--- src/rtl/bd2b_pkg.sv ---
// Shared types and constants for the sequential BCD-to-binary converter.
// Widths are sized for a 3-digit BCD operand and an 8-bit binary result.
package bd2b_pkg;

    localparam int DIGITS    = 3;
    localparam int BCD_W     = 4 * DIGITS;
    localparam int BIN_W     = 8;
    localparam int ITER      = 10;
    localparam int DIGIT_MAX = 9;
    localparam int SR_W      = BCD_W + ITER;
    localparam int CNT_W     = $clog2(ITER);

    typedef enum logic [1:0] {
        IDLE,
        SHIFT,
        DONE
    } state_t;

    // High when any packed digit is outside 0..9.
    function automatic logic bcd_invalid(input logic [BCD_W-1:0] bcd);
        logic bad;
        bad = 1'b0;
        for (int i = 0; i < DIGITS; i++) begin
            if (bcd[4*i +: 4] > 4'(DIGIT_MAX)) begin
                bad = 1'b1;
            end
        end
        return bad;
    endfunction

endpackage

--- src/rtl/bd2b_digit_adj.sv ---
// Reverse double-dabble nibble corrector: a digit that reached 8 or more after
// the right shift had a 10s-carry shifted into it, so take 3 back out.
module bd2b_digit_adj (
    input  logic [3:0] in,
    output logic [3:0] out
);

    always_comb begin
        out = (in >= 4'd8) ? (in - 4'd3) : in;
    end

endmodule

--- src/rtl/bd2b_sr.sv ---
// Sequential BCD-to-binary converter: one shift-right-and-correct step per clock,
// constant latency, with overflow saturation and invalid-digit reporting.
module bd2b_sr
    import bd2b_pkg::*;
(
    input  logic             clk,
    input  logic             rst_n,
    input  logic             start,
    input  logic [BCD_W-1:0] bdc,
    output logic [BIN_W-1:0] bc,
    output logic             busy,
    output logic             done,
    output logic             ovf,
    output logic             err
);

    localparam logic [CNT_W-1:0] CNT_LAST = CNT_W'(ITER - 1);

    state_t           state_q, state_d;
    logic [SR_W-1:0]  sr_q;
    logic [SR_W-1:0]  sr_shift;
    logic [SR_W-1:0]  sr_adj;
    logic [CNT_W-1:0] cnt_q;
    logic             err_q;
    logic [BIN_W-1:0] bc_q;
    logic             busy_q;
    logic             done_q;
    logic             ovf_q;
    logic             err_out_q;
    logic             load;
    logic             step;
    logic             finish;
    logic [ITER-1:0]  value;

    assign sr_shift = sr_q >> 1;
    assign sr_adj[ITER-1:0] = sr_shift[ITER-1:0];

    for (genvar g = 0; g < DIGITS; g++) begin : g_adj
        bd2b_digit_adj u_adj (
            .in  (sr_shift[ITER + 4*g +: 4]),
            .out (sr_adj[ITER + 4*g +: 4])
        );
    end

    assign value = sr_adj[ITER-1:0];

    always_comb begin
        state_d = state_q;
        load    = 1'b0;
        step    = 1'b0;
        finish  = 1'b0;
        unique case (state_q)
            IDLE: begin
                if (start) begin
                    state_d = SHIFT;
                    load    = 1'b1;
                end
            end
            SHIFT: begin
                step = 1'b1;
                if (cnt_q == CNT_LAST) begin
                    state_d = DONE;
                    finish  = 1'b1;
                end
            end
            DONE: begin
                if (start) begin
                    state_d = SHIFT;
                    load    = 1'b1;
                end else begin
                    state_d = IDLE;
                end
            end
            default: state_d = IDLE;
        endcase
    end

    always_ff @(posedge clk or negedge rst_n) begin
        if (!rst_n) begin
            state_q   <= IDLE;
            sr_q      <= '0;
            cnt_q     <= '0;
            err_q     <= 1'b0;
            bc_q      <= '0;
            busy_q    <= 1'b0;
            done_q    <= 1'b0;
            ovf_q     <= 1'b0;
            err_out_q <= 1'b0;
        end else begin
            state_q <= state_d;
            done_q  <= finish;
            if (load) begin
                sr_q   <= {bdc, {ITER{1'b0}}};
                cnt_q  <= '0;
                err_q  <= bcd_invalid(bdc);
                busy_q <= 1'b1;
            end else if (step) begin
                sr_q  <= sr_adj;
                cnt_q <= cnt_q + CNT_W'(1);
            end
            if (finish) begin
                busy_q <= 1'b0;
                if (err_q) begin
                    bc_q      <= '0;
                    ovf_q     <= 1'b0;
                    err_out_q <= 1'b1;
                end else if (|value[ITER-1:BIN_W]) begin
                    bc_q      <= '1;
                    ovf_q     <= 1'b1;
                    err_out_q <= 1'b0;
                end else begin
                    bc_q      <= value[BIN_W-1:0];
                    ovf_q     <= 1'b0;
                    err_out_q <= 1'b0;
                end
            end
        end
    end

    assign bc   = bc_q;
    assign busy = busy_q;
    assign done = done_q;
    assign ovf  = ovf_q;
    assign err  = err_out_q;

endmodule
--- config.mk ---
export PLATFORM = sky130hd
export DESIGN_NAME = bd2b_sr
export DESIGN_NICKNAME = d
export VERILOG_FILES = /design/src/rtl/bd2b_pkg.sv /design/src/rtl/bd2b_digit_adj.sv /design/src/rtl/bd2b_sr.sv
export SDC_FILE = /design/constraint.sdc
export NUM_CORES = 1
export LEC_CHECK = 0
export ABC_AREA = 0
export CORE_MARGIN = 3
export CORE_UTILIZATION = 52
export CTS_BUF_LIST = sky130_fd_sc_hd__clkbuf_8
export CTS_CLUSTER_SIZE = 10
export DETAILED_ROUTE_END_ITERATION = 8
export GPL_ROUTABILITY_DRIVEN = 0
export PLACE_DENSITY = 0.82
export SYNTH_ARGS = -nofsm -noshare
export SYNTH_HDL_FRONTEND = slang
export SYNTH_SLANG_ARGS = --single-unit
--- constraint.sdc ---
create_clock -name clk -period 2 [get_ports clk]
set_input_delay 0.2 -clock clk [delete_from_list [all_inputs] [get_ports clk]]
set_output_delay 0.2 -clock clk [all_outputs]
set_load 0.05 [all_outputs]
== Word-level counts from Yosys, hierarchy flattened ==
Index checks and enable logic that the tools add are counted.
Widths: inputs -> output; s select.

* Bits in registers: 41
* Input bits: 15

* $add $sub $neg: 4
* Order comparisons: 6
* Equal/unequal tests: 5
* Muxes and demuxes: 26
* Reduce and logical (&&, ||, !) cells: 6

{| class="wikitable"
|+ Operators by type and width
! kind !! count
|-
| $mux 22 || 2
|-
| $mux 4 || 5
|-
| $mux 8 || 2
|-
| $mux 1 || 14
|-
| $gt 4x4->1 const B || 3
|-
| $ge 4x4->1 const B || 2
|-
| $sub 4x2->4 const B || 2
|-
| $pmux 2 s3 || 1
|-
| $add 4x1->4 const B || 1
|-
| $eq 4x4->1 const B || 1
|-
| $ge 3x4->1 const B || 1
|-
| $mux 2 || 2
|-
| $ne 2x2->1 const B || 2
|-
| $reduce_bool 2->1 || 2
|-
| $reduce_or 2->1 || 2
|-
| $sub 3x2->4 const B || 1
|-
| $eq 2x1->1 const B || 1
|-
| $eq 2x2->1 const B || 1
|-
| $logic_not 2->1 || 1
|-
| $reduce_and 2->1 || 1
|}

== Longest topological paths before layout ==
Gate-level depths: netlist of the first run.

* Depth after elaboration: 5
* Mapped depth: 6
* Gate-level depth less buffers: 5

== Cells and area by module ==
From an unflattened synthesis of the first run, not the netlist that was laid out.

* Cells, all modules: 193
* Area total of the unflattened synthesis: 1981.9 um^2

{| class="wikitable"
|+ Modules (own cells, without submodules)
! module !! times used !! cells each !! area an instance (um^2)
|-
| bd2b_sr || 1 || 160 || 1752.9
|-
| bd2b_digit_adj || 3 || 11 || 76.3
|}

== Worst setup path before layout of the first run ==
Ideal clock, no wire load.

* Kind: register to register
* Start: register state_q[1]
* End: register bc_q[2] (netlist: bc[2])
* Setup time: 0.125 ns
* Data arrival time: 1.306 ns
* Data required time: 1.875 ns
* Setup slack: 0.569 ns
* Cell stages (with the launch flop): 6
* Buffers on the path: 2
* Path through: dfrtp_1 nand2b_1 buf_6 nor3_4 buf_6 mux2_4

* Cells in the longest elaborated chain, start to end: 2

{| class="wikitable"
|+ RTL lines
! element !! RTL line !! RTL
|-
| from (decl) || bd2b_sr.sv:19 || <nowiki>state_t state_q, state_d;</nowiki>
|-
| from (signal assigned) || bd2b_sr.sv:90 || <nowiki>state_q <= state_d;</nowiki>
|-
| $eq 2x1->1 || bd2b_sr.sv:52 || <nowiki>unique case (state_q)</nowiki>
|-
| $mux 1 || bd2b_sr.sv:52 ||
|-
| net finish || bd2b_sr.sv:32 || <nowiki>logic finish;</nowiki>
|-
| to (signal assigned) || bd2b_sr.sv:112 || <nowiki>bc_q <= value[BIN_W-1:0];</nowiki>
|-
| to (decl) || bd2b_sr.sv:25 || <nowiki>logic [BIN_W-1:0] bc_q;</nowiki>
|}

The timed path passes the listed nets, and every way through them passes these cells.
A chain may end at the register's enable or synchronous reset.

== Worst setup path after layout of the first run ==
* Start: register bc_q[4] (netlist: bc[4])
* End: output bc[4]

{| class="wikitable"
|+ RTL lines
! element !! RTL line !! RTL
|-
| to (decl) || bd2b_sr.sv:10 || <nowiki>output logic [BIN_W-1:0] bc,</nowiki>
|}

No word-level cell between the ends.

==> results of run 1 <==
==> metrics by stage <==
step	area [um^2]	total power (W)
final	2250	0.00387
after detailed placement	2160	0.00335
after global placement	2160	0.00324
after floorplan	1890	0.00286
after CTS	2250	0.00391
after global routing	2250	0.00415
==> final timing paths <==
path | end | slack [ps] | cells after the start
worst max-delay path | bc[4] | 330 | 1
worst min-delay path | done | 4 | 1
worst max register to register | bc[1] | 430 | 6
worst min register to register | cnt_q[3] | 480 | 1
max in group asynchronous | sr_q[17] | 1470 | 1
min in group clk | cnt_q[3] | 480 | 1
==> worst register-to-register path, delay by kind of cell (launching register included) <==
family / cells / cell delay, ps
mux: 1 / 360
simple gates: 2 / 230
fa+ha+maj: 1 / 130
flops: 1 / 420
buf+inv: 2 / 320
==> power groups by stage <==
stage / Clock, W / Combinational, W / Sequential, W
floorplan: 0 / 0.00109 / 0.00177
global placement: 0 / 0.00171 / 0.00153
detailed placement: 0 / 0.00179 / 0.00156
CTS: 0.000565 / 0.00179 / 0.00155
global route: 0.000590 / 0.00194 / 0.00162
finish: 0.000545 / 0.00177 / 0.00155
==> layer usage <==
metal  part of all wire  routed length (um)
met2               0.48                1690
met3              0.056                 196
met4              0.018                  63
met1               0.45                1560
met5                  0                   0
==> Yosys cell counts, drive strengths merged, types with 3 or more instances <==
cell	count
inv	5
clkbuf	6
dfrtp	40
nand3	7
mux2i	3
nor3	10
o21ai	6
nand4	3
mux2	10
nand2	12
ha	6
a22o	9
nor2	18
xnor2	4
o211ai	3
buf	6
a221o	5
==> logic make-up after synthesis <==
family / Yosys count / synth area share
AO/OA/AOI/OAI: 30 / 0.121
XOR/XNOR: 4 / 0.0185
adder cells (fa/ha/maj): 6 / 0.0397
buffers and inverters: 17 / 0.0444
flip-flops: 40 / 0.530
multiplexers: 13 / 0.0914
AND/OR/NAND/NOR: 58 / 0.155
==> sequential cells by signal, summed over array words and instances, names as in the netlist <==
| register | cells |
|---|---|
| ovf | 1 |
| err_q | 1 |
| busy | 1 |
| err | 1 |
| cnt_q | 4 |
| bc | 8 |
| done | 1 |
| sr_q | 21 |
| state_q | 2 |
==> cell type report <==
cell class	instances	area share
clock buffers	6	0.0367
repair buffers	29	0.123
inverters	5	0.00833
flip-flops and latches	40	0.444
clock inverters	2	0.00444
multi-input cells	111	0.357
well taps	46	0.0256
==> flow_summary.rst, run 1 <==
.. list-table::
   :header-rows: 1

   * - Metric
     - Value
   * - Status
     - finished, final reports clean
   * - Fraction of final layout cells sized beyond drive strength 1
     - 0.130
   * - Register area share after synthesis
     - 0.530
   * - Post-synth EDFFs
     - 0
   * - Maximum fanout count along the critical path
     - 2
   * - Mean instance size in the synthesized netlist
     - roughly 11 um^2
   * - Wirelength, routed
     - 3510 um
   * - Largest net degree at the start of global routing
     - 41
   * - Unrepaired setup endpoints after global routing
     - no
   * - Number of buffers inserted for hold repair after clock tree synthesis
     - 0
   * - Global routing usage on met2
     - 0.302
   * - Post-CTS Resized
     - 0
   * - First-pass GRT wire length
     - 6070 um
   * - Critical Path Start Type
     - flop
   * - Clock root buffer master
     - sky130_fd_sc_hd__clkbuf_8
   * - DRT Pass-1 Iters
     - 4
   * - Worst Hold Margin
     - 4.01 ps
   * - Max-Slew Margin vs Limit
     - 0.440
   * - Synthesized net count
     - 189
   * - Worst slack after detailed placement
     - 421 ps
   * - Pleak
     - ~1 nW
   * - Number of antenna violations at the first check in global routing
     - 0
   * - Deepest level of the CTS H-tree
     - 2
   * - Most used cells in the layout excluding fill and tap cells
     - sky130_fd_sc_hd__dfrtp_1, sky130_fd_sc_hd__clkdlybuf4s50_1, sky130_fd_sc_hd__nor2_1
   * - Port bufs
     - 26
   * - Final routed DRC violation total
     - 0
   * - Most heavily used metal layer in global routing
     - met2
   * - Cell row count
     - 21
   * - Clock-pin slew on the worst setup and hold paths
     - 70 ps
   * - Met1 Usage GRT
     - 0.235
   * - Met3 global-route usage
     - 0.0663
   * - Switching pwr
     - around 0.0016 W
   * - Total power per unit cell area
     - 1720 nW/um^2
   * - Combinational group share of total power
     - 0.458
   * - CTS sink count
     - 40
   * - Ys Warns
     - 0
   * - IR drop worst, VDD
     - 0.816 mV
   * - Kind of cell adding the most delay to the critical path
     - buffers and inverters
   * - Ant. Diodes
     - 0
   * - Hold WC Path Type
     - in2async
   * - Final global-route overflow total
     - 0
   * - Footprint of the multi-input gates
     - 805 um^2
   * - Net switching fraction of the power
     - 0.418
   * - Share of flip-flops with an asynchronous set or reset after synthesis
     - 1.00
   * - Worst setup startpoint
     - bc[4]
   * - Layout Cells excl Fill
     - between 200 and 250
   * - Starting density of the core
     - 0.553
   * - Synth cell types
     - 32
   * - Area contributors post-synth
     - sky130_fd_sc_hd__dfrtp_1, sky130_fd_sc_hd__mux2_4, sky130_fd_sc_hd__a22o_1, sky130_fd_sc_hd__ha_1, sky130_fd_sc_hd__nor2_1
   * - Reg-to-reg startpoint
     - cnt_q[1]
   * - I/O pin count
     - 27
   * - Cell Area, Synth
     - roughly 1900 um^2
   * - Internal Power
     - about 0.0022 W
   * - Fillcell total
     - 280
   * - Number of maximum-capacitance constraint violations
     - 0
   * - Main flop type after synthesis
     - sky130_fd_sc_hd__dfrtp_1
   * - Largest area contributor in the synthesized netlist
     - sky130_fd_sc_hd__dfrtp_1
   * - Global-route usage over all layers
     - 0.189
   * - Slew of the pin with the lowest slew margin
     - 840 ps
   * - Number of slew-limit violations in the final report
     - 0
   * - DIE HEIGHT
     - about 66 um
   * - Setup violations, final
     - 0
   * - Layout Area Growth over Synthesis
     - 19.2%
   * - Final Hold Viols
     - 0
   * - Overall via count from detail_route
     - 1339
   * - Delay of the slowest critical-path stage
     - between 800 and 900 ps
   * - Post-CTS Setup Bufs
     - 0
   * - Data required time of the worst path
     - 1800 ps
   * - Post-detail-place hpwl
     - 2510 um
   * - Placeable core region
     - between 3000 and 4000 um^2
   * - Final core occ
     - 0.659
   * - Critical path class
     - reg2out
   * - Number of flip-flops and latches in the synthesized netlist
     - 40
   * - Total negative slack
     - 0 ps
   * - Clock insertion delay at the later pin of the skew report
     - about 290 ps
   * - F_max
     - 600 MHz
   * - Leading cell type in the layout, fill and taps excluded
     - sky130_fd_sc_hd__dfrtp_1
   * - Vias in the first global route
     - 1289
   * - Cell chain of the critical path
     - clkdlybuf4s50_1
   * - Die Outline Area
     - 4390 um^2
   * - Drt via density
     - 5.60
   * - Part of the power in the clock network
     - 0.141
   * - Cell at the slowest stage of the critical path
     - sky130_fd_sc_hd__clkdlybuf4s50_1
   * - Width of the die
     - 66.3 um
   * - Antenna viol nets, final
     - 0
   * - Final period util
     - 0.833
   * - Clock tree from TritonCTS
     - done
   * - CP Capture Type
     - output pin
   * - Sequential power share
     - 0.401
   * - Worst path bufs/invs
     - 1
   * - Drt wl/cell
     - 14.7 um
   * - Share of the synthesized area in the top cell type
     - 0.530
   * - NumNets Final
     - 213
   * - Post-placement cell count
     - 231
   * - CTS Buffer Depth
     - 2
   * - Number of violations reported at the end of detailed-routing iteration 0
     - 70
   * - Instance count of the mapped netlist
     - 168
   * - Sequential cell area
     - 1000 um^2
   * - Crit path DAT
     - about 1500 ps
   * - TritonCTS Buffers
     - 5
   * - Time the final worst path needs with I/O delays and setup
     - approximately 1700 ps
   * - Setup Skew
     - between 4 and 5 ps
   * - Minimum setup slack in the final design
     - 334 ps
Power figures use the tool's default switching activity.
==> run 2: changes to the inputs <==
==> constraint.sdc (replaced) <==
create_clock -name clk -period 1.7 [get_ports clk]
set_input_delay 0.17 -clock clk [delete_from_list [all_inputs] [get_ports clk]]
set_output_delay 0.17 -clock clk [all_outputs]
set_load 0.05 [all_outputs]
==> run 2 against run 1 <==
Compared with the run above: count of clock-buffer cells in the layout is 1 lower; core utilization is 0.26 points higher; via count is 0.52% higher; first-iteration DRC count is 10% lower; total power is 15% higher; register-to-register slack worse by 230 ps; sequential share of layout area is 0.17 points lower; sequential power is 17% higher; global-route usage is 0.84 points lower; critical endpoint is now bc[6]; largest cell class unchanged; highest routed layer unchanged.
==> flow_summary.rst, run 2 (synthesis results as in run 1) <==
.. list-table::
   :header-rows: 1

   * - Metric
     - Value
   * - DRT Pass-1 Iters
     - 4 (unchanged)
   * - Hold WC Path Type
     - in2async (unchanged)
   * - Unrepaired setup endpoints after global routing
     - no (unchanged)
   * - DR top layer
     - met4 (unchanged)
   * - CTS Buffer Depth
     - 2 (unchanged)
   * - NumNets Final
     - 215 (was 213)
   * - First-pass GRT wire length
     - 5930 um (was 6070 um)
   * - Data required time of the worst path
     - 1530 ps (was 1800 ps)
   * - Net switching fraction of the power
     - 0.419 (was 0.418)
   * - Clock root buffer master
     - sky130_fd_sc_hd__clkbuf_8 (unchanged)
   * - Drt wl/cell
     - 14.1 um (was 14.7 um)
   * - Deepest level of the CTS H-tree
     - 2 (unchanged)
   * - Clock insertion delay at the later pin of the skew report
     - 300 ps (was 290 ps)
   * - Layout Area Growth over Synthesis
     - 19.7% (was 19.2%)
   * - Post-detail-place hpwl
     - 2460 um (was 2510 um)
   * - Flip-flop count of the largest register after layout
     - 21 (unchanged)
   * - Width of the die
     - 66.3 um (unchanged)
   * - Worst path bufs/invs
     - 1 (unchanged)
   * - Status
     - finished, final reports clean (unchanged)
   * - Final global-route overflow total
     - 0 (unchanged)
   * - Routed metal-1 wirelength
     - 1510 um (was 1560 um)
   * - Drt via density
     - 5.61 (was 5.60)
   * - Cell at the slowest stage of the critical path
     - sky130_fd_sc_hd__clkdlybuf4s50_1 (unchanged)
   * - Setup violations, final
     - 0 (unchanged)
   * - Placeable core region
     - 3420 um^2 (unchanged)
   * - Maximum fanout count along the critical path
     - 2 (unchanged)
   * - Cell chain of the critical path
     - clkdlybuf4s50_1 (unchanged)
   * - Part of the power in the clock network
     - 0.133 (was 0.141)
   * - Number of violations reported at the end of detailed-routing iteration 0
     - 63 (was 70)
   * - Die Outline Area
     - 4390 um^2 (unchanged)
   * - Cell row count
     - 21 (unchanged)
   * - Number of maximum-capacitance constraint violations
     - 0 (unchanged)
   * - Count of cells along the worst register-to-register path
     - 6 (unchanged)
   * - Met3 wire length
     - 202 um (was 196 um)
   * - Sequential power share
     - 0.408 (was 0.401)
   * - Antenna viol nets, final
     - 0 (unchanged)
   * - Most used cells in the layout excluding fill and tap cells
     - sky130_fd_sc_hd__dfrtp_1, sky130_fd_sc_hd__clkdlybuf4s50_1, sky130_fd_sc_hd__nor2_1 (unchanged)
   * - Crit path DAT
     - 1460 ps (was 1470 ps)
   * - Number of slew-limit violations in the final report
     - 0 (unchanged)
   * - Port bufs
     - 26 (unchanged)
   * - Setup Skew
     - 3.84 ps (was 4.76 ps)
   * - Vias in the first global route
     - 1304 (was 1289)
   * - Total negative slack
     - 0 ps (unchanged)
   * - Time the final worst path needs with I/O delays and setup
     - about 1600 ps
   * - I/O pin count
     - 27 (unchanged)
   * - Placed Area
     - 2170 um^2 (was 2160 um^2)
   * - Reg-to-reg startpoint
     - cnt_q[1] (unchanged)
   * - Overall via count from detail_route
     - 1346 (was 1339)
   * - Footprint of the multi-input gates
     - 805 um^2 (unchanged)
   * - Leading cell type in the layout, fill and taps excluded
     - sky130_fd_sc_hd__dfrtp_1 (unchanged)
   * - F_max
     - a little over 600 MHz
   * - FF-to-FF setup slack
     - 200 ps (was 430 ps)
   * - Kind of cell adding the most delay to the critical path
     - buffers and inverters (unchanged)
   * - Sequential cell area
     - 1000 um^2 (unchanged)
   * - Number of antenna violations at the first check in global routing
     - 0 (unchanged)
   * - Switching pwr
     - 0.00187 W (was 0.00162 W)
   * - Final design area excluding fillers
     - 2260 um^2 (was 2250 um^2)
   * - Slew of the pin with the lowest slew margin
     - 498 ps (was 840 ps)
   * - Largest net degree at the start of global routing
     - 41 (unchanged)
   * - Final routed DRC violation total
     - 0 (unchanged)
   * - Fraction of final layout cells sized beyond drive strength 1
     - 0.149 (was 0.130)
   * - Met2 WL post-DR
     - 1620 um (was 1690 um)
   * - IR drop worst, VDD
     - 0.758 mV (was 0.816 mV)
   * - Post-CTS Resized
     - 0 (unchanged)
   * - Critical Path Start Type
     - flop (unchanged)
   * - Register containing the most flip-flops in the final layout
     - sr_q (unchanged)
   * - Delay of the slowest critical-path stage
     - 800 ps (was 810 ps)
   * - CTS sink count
     - 40 (unchanged)
   * - Final period util
     - 0.959
   * - Internal Power
     - 0.00259 W (was 0.00225 W)
   * - Global-route usage over all layers
     - 0.181 (was 0.189)
   * - Clock tree from TritonCTS
     - done (unchanged)
   * - End of the worst register-to-register path
     - bc[0] (was bc[1])
   * - TritonCTS Buffers
     - 5 (unchanged)
   * - Critical path class
     - reg2out (unchanged)
   * - Clock-pin slew on the worst setup and hold paths
     - 70 ps (about the same)
   * - Ant. Diodes
     - 0 (unchanged)
   * - Pleak
     - 1.01 nW (was 1.00 nW)
   * - Combinational group share of total power
     - 0.460 (was 0.458)
   * - Fillcell total
     - 273 (was 280)
   * - Final core occ
     - 0.662 (was 0.659)
   * - Final Hold Viols
     - 0 (unchanged)
   * - Wirelength, routed
     - 3390 um (was 3510 um)
   * - DIE HEIGHT
     - 66.3 um (unchanged)
   * - Total power per unit cell area
     - 1970 nW/um^2 (was 1720 nW/um^2)
   * - Starting density of the core
     - 0.553 (unchanged)
   * - CP Capture Type
     - output pin (unchanged)
   * - Max-Slew Margin vs Limit
     - 0.667 (was 0.440)
run 2: stage by stage:
stage / total power, W / hold WS (ps) / setup WS (ps) / cells
after floorplan: 0.00336 / -126 / 269 / 168
after global placement: 0.00382 / 243 / 251 / 232
after detailed placement: 0.00390 / 255 / 195 / 232
after CTS: 0.00451 / 448 / 49.3 / 240
after global routing: 0.00480 / 465 / 14.1 / 240
final: 0.00446 / 452 / 69.4 / 240
run 2: power by group through the flow:
stage	sequential (W)	clock [W]	combinational, W
after floorplan	0.00208	0	0.00128
after global placement	0.00181	0	0.00201
after detailed placement	0.00184	0	0.00206
after CTS	0.00182	0.000615	0.00207
after global routing	0.00189	0.000662	0.00225
final	0.00182	0.000592	0.00205
run 2: area by class of cell:
| type | instances | area share |
|---|---|---|
| sequential | 40 | 0.443 |
| multi-input combinational | 111 | 0.356 |
| timing repair buffer | 31 | 0.132 |
| clock buffer | 5 | 0.0304 |
| tap | 46 | 0.0255 |
| inverter | 5 | 0.00830 |
| clock inverter | 2 | 0.00553 |
run 2: worst max-delay path by stage:
stage          startpoint  cells past startpoint     to
3_3_place_gp     cnt_q[1]                      6  bc[1]
6_report            bc[6]                      1  bc[6]
2_1_floorplan  state_q[1]                      5  bc[2]
5_1_grt             bc[6]                      1  bc[6]
3_5_place_dp     cnt_q[1]                      6  bc[1]
4_1_cts             bc[6]                      1  bc[6]
run 2: worst reg2reg max path, delay by kind of cell, from the launching register on:
| kind | cells | cell delay (ps) |
|---|---|---|
| flops | 1 | 410 |
| mux | 1 | 330 |
| simple gates | 2 | 280 |
| buf+inv | 2 | 240 |
| fa+ha+maj | 1 | 130 |
run 2: timing repair:
action | in CTS | in global routing
hold endpoints to repair | 40 | 0
setup buffers | 0 | 0
hold buffers | 1 | 0
run 2: per-layer routing:
| layer | track usage | vias to the layer above |
|---|---|---|
| li1 | - | 642 |
| met1 | 0.218 | 659 |
| met2 | 0.296 | 40 |
| met3 | 0.0612 | 5 |
| met4 | 0.0685 | 0 |
| met5 | 0 | - |
==> run 3: changes to the inputs <==
--- a/config.mk
+++ b/config.mk
@@ -9,10 +9,10 @@
 export CORE_MARGIN = 3
 export CORE_UTILIZATION = 52
 export CTS_BUF_LIST = sky130_fd_sc_hd__clkbuf_8
-export CTS_CLUSTER_SIZE = 10
 export DETAILED_ROUTE_END_ITERATION = 8
 export GPL_ROUTABILITY_DRIVEN = 0
 export PLACE_DENSITY = 0.82
+export SLEW_MARGIN = 0
 export SYNTH_ARGS = -nofsm -noshare
 export SYNTH_HDL_FRONTEND = slang
 export SYNTH_SLANG_ARGS = --single-unit
==> results of run 3 <==
Final layout, timing and power as in run 2 (identical DEF).
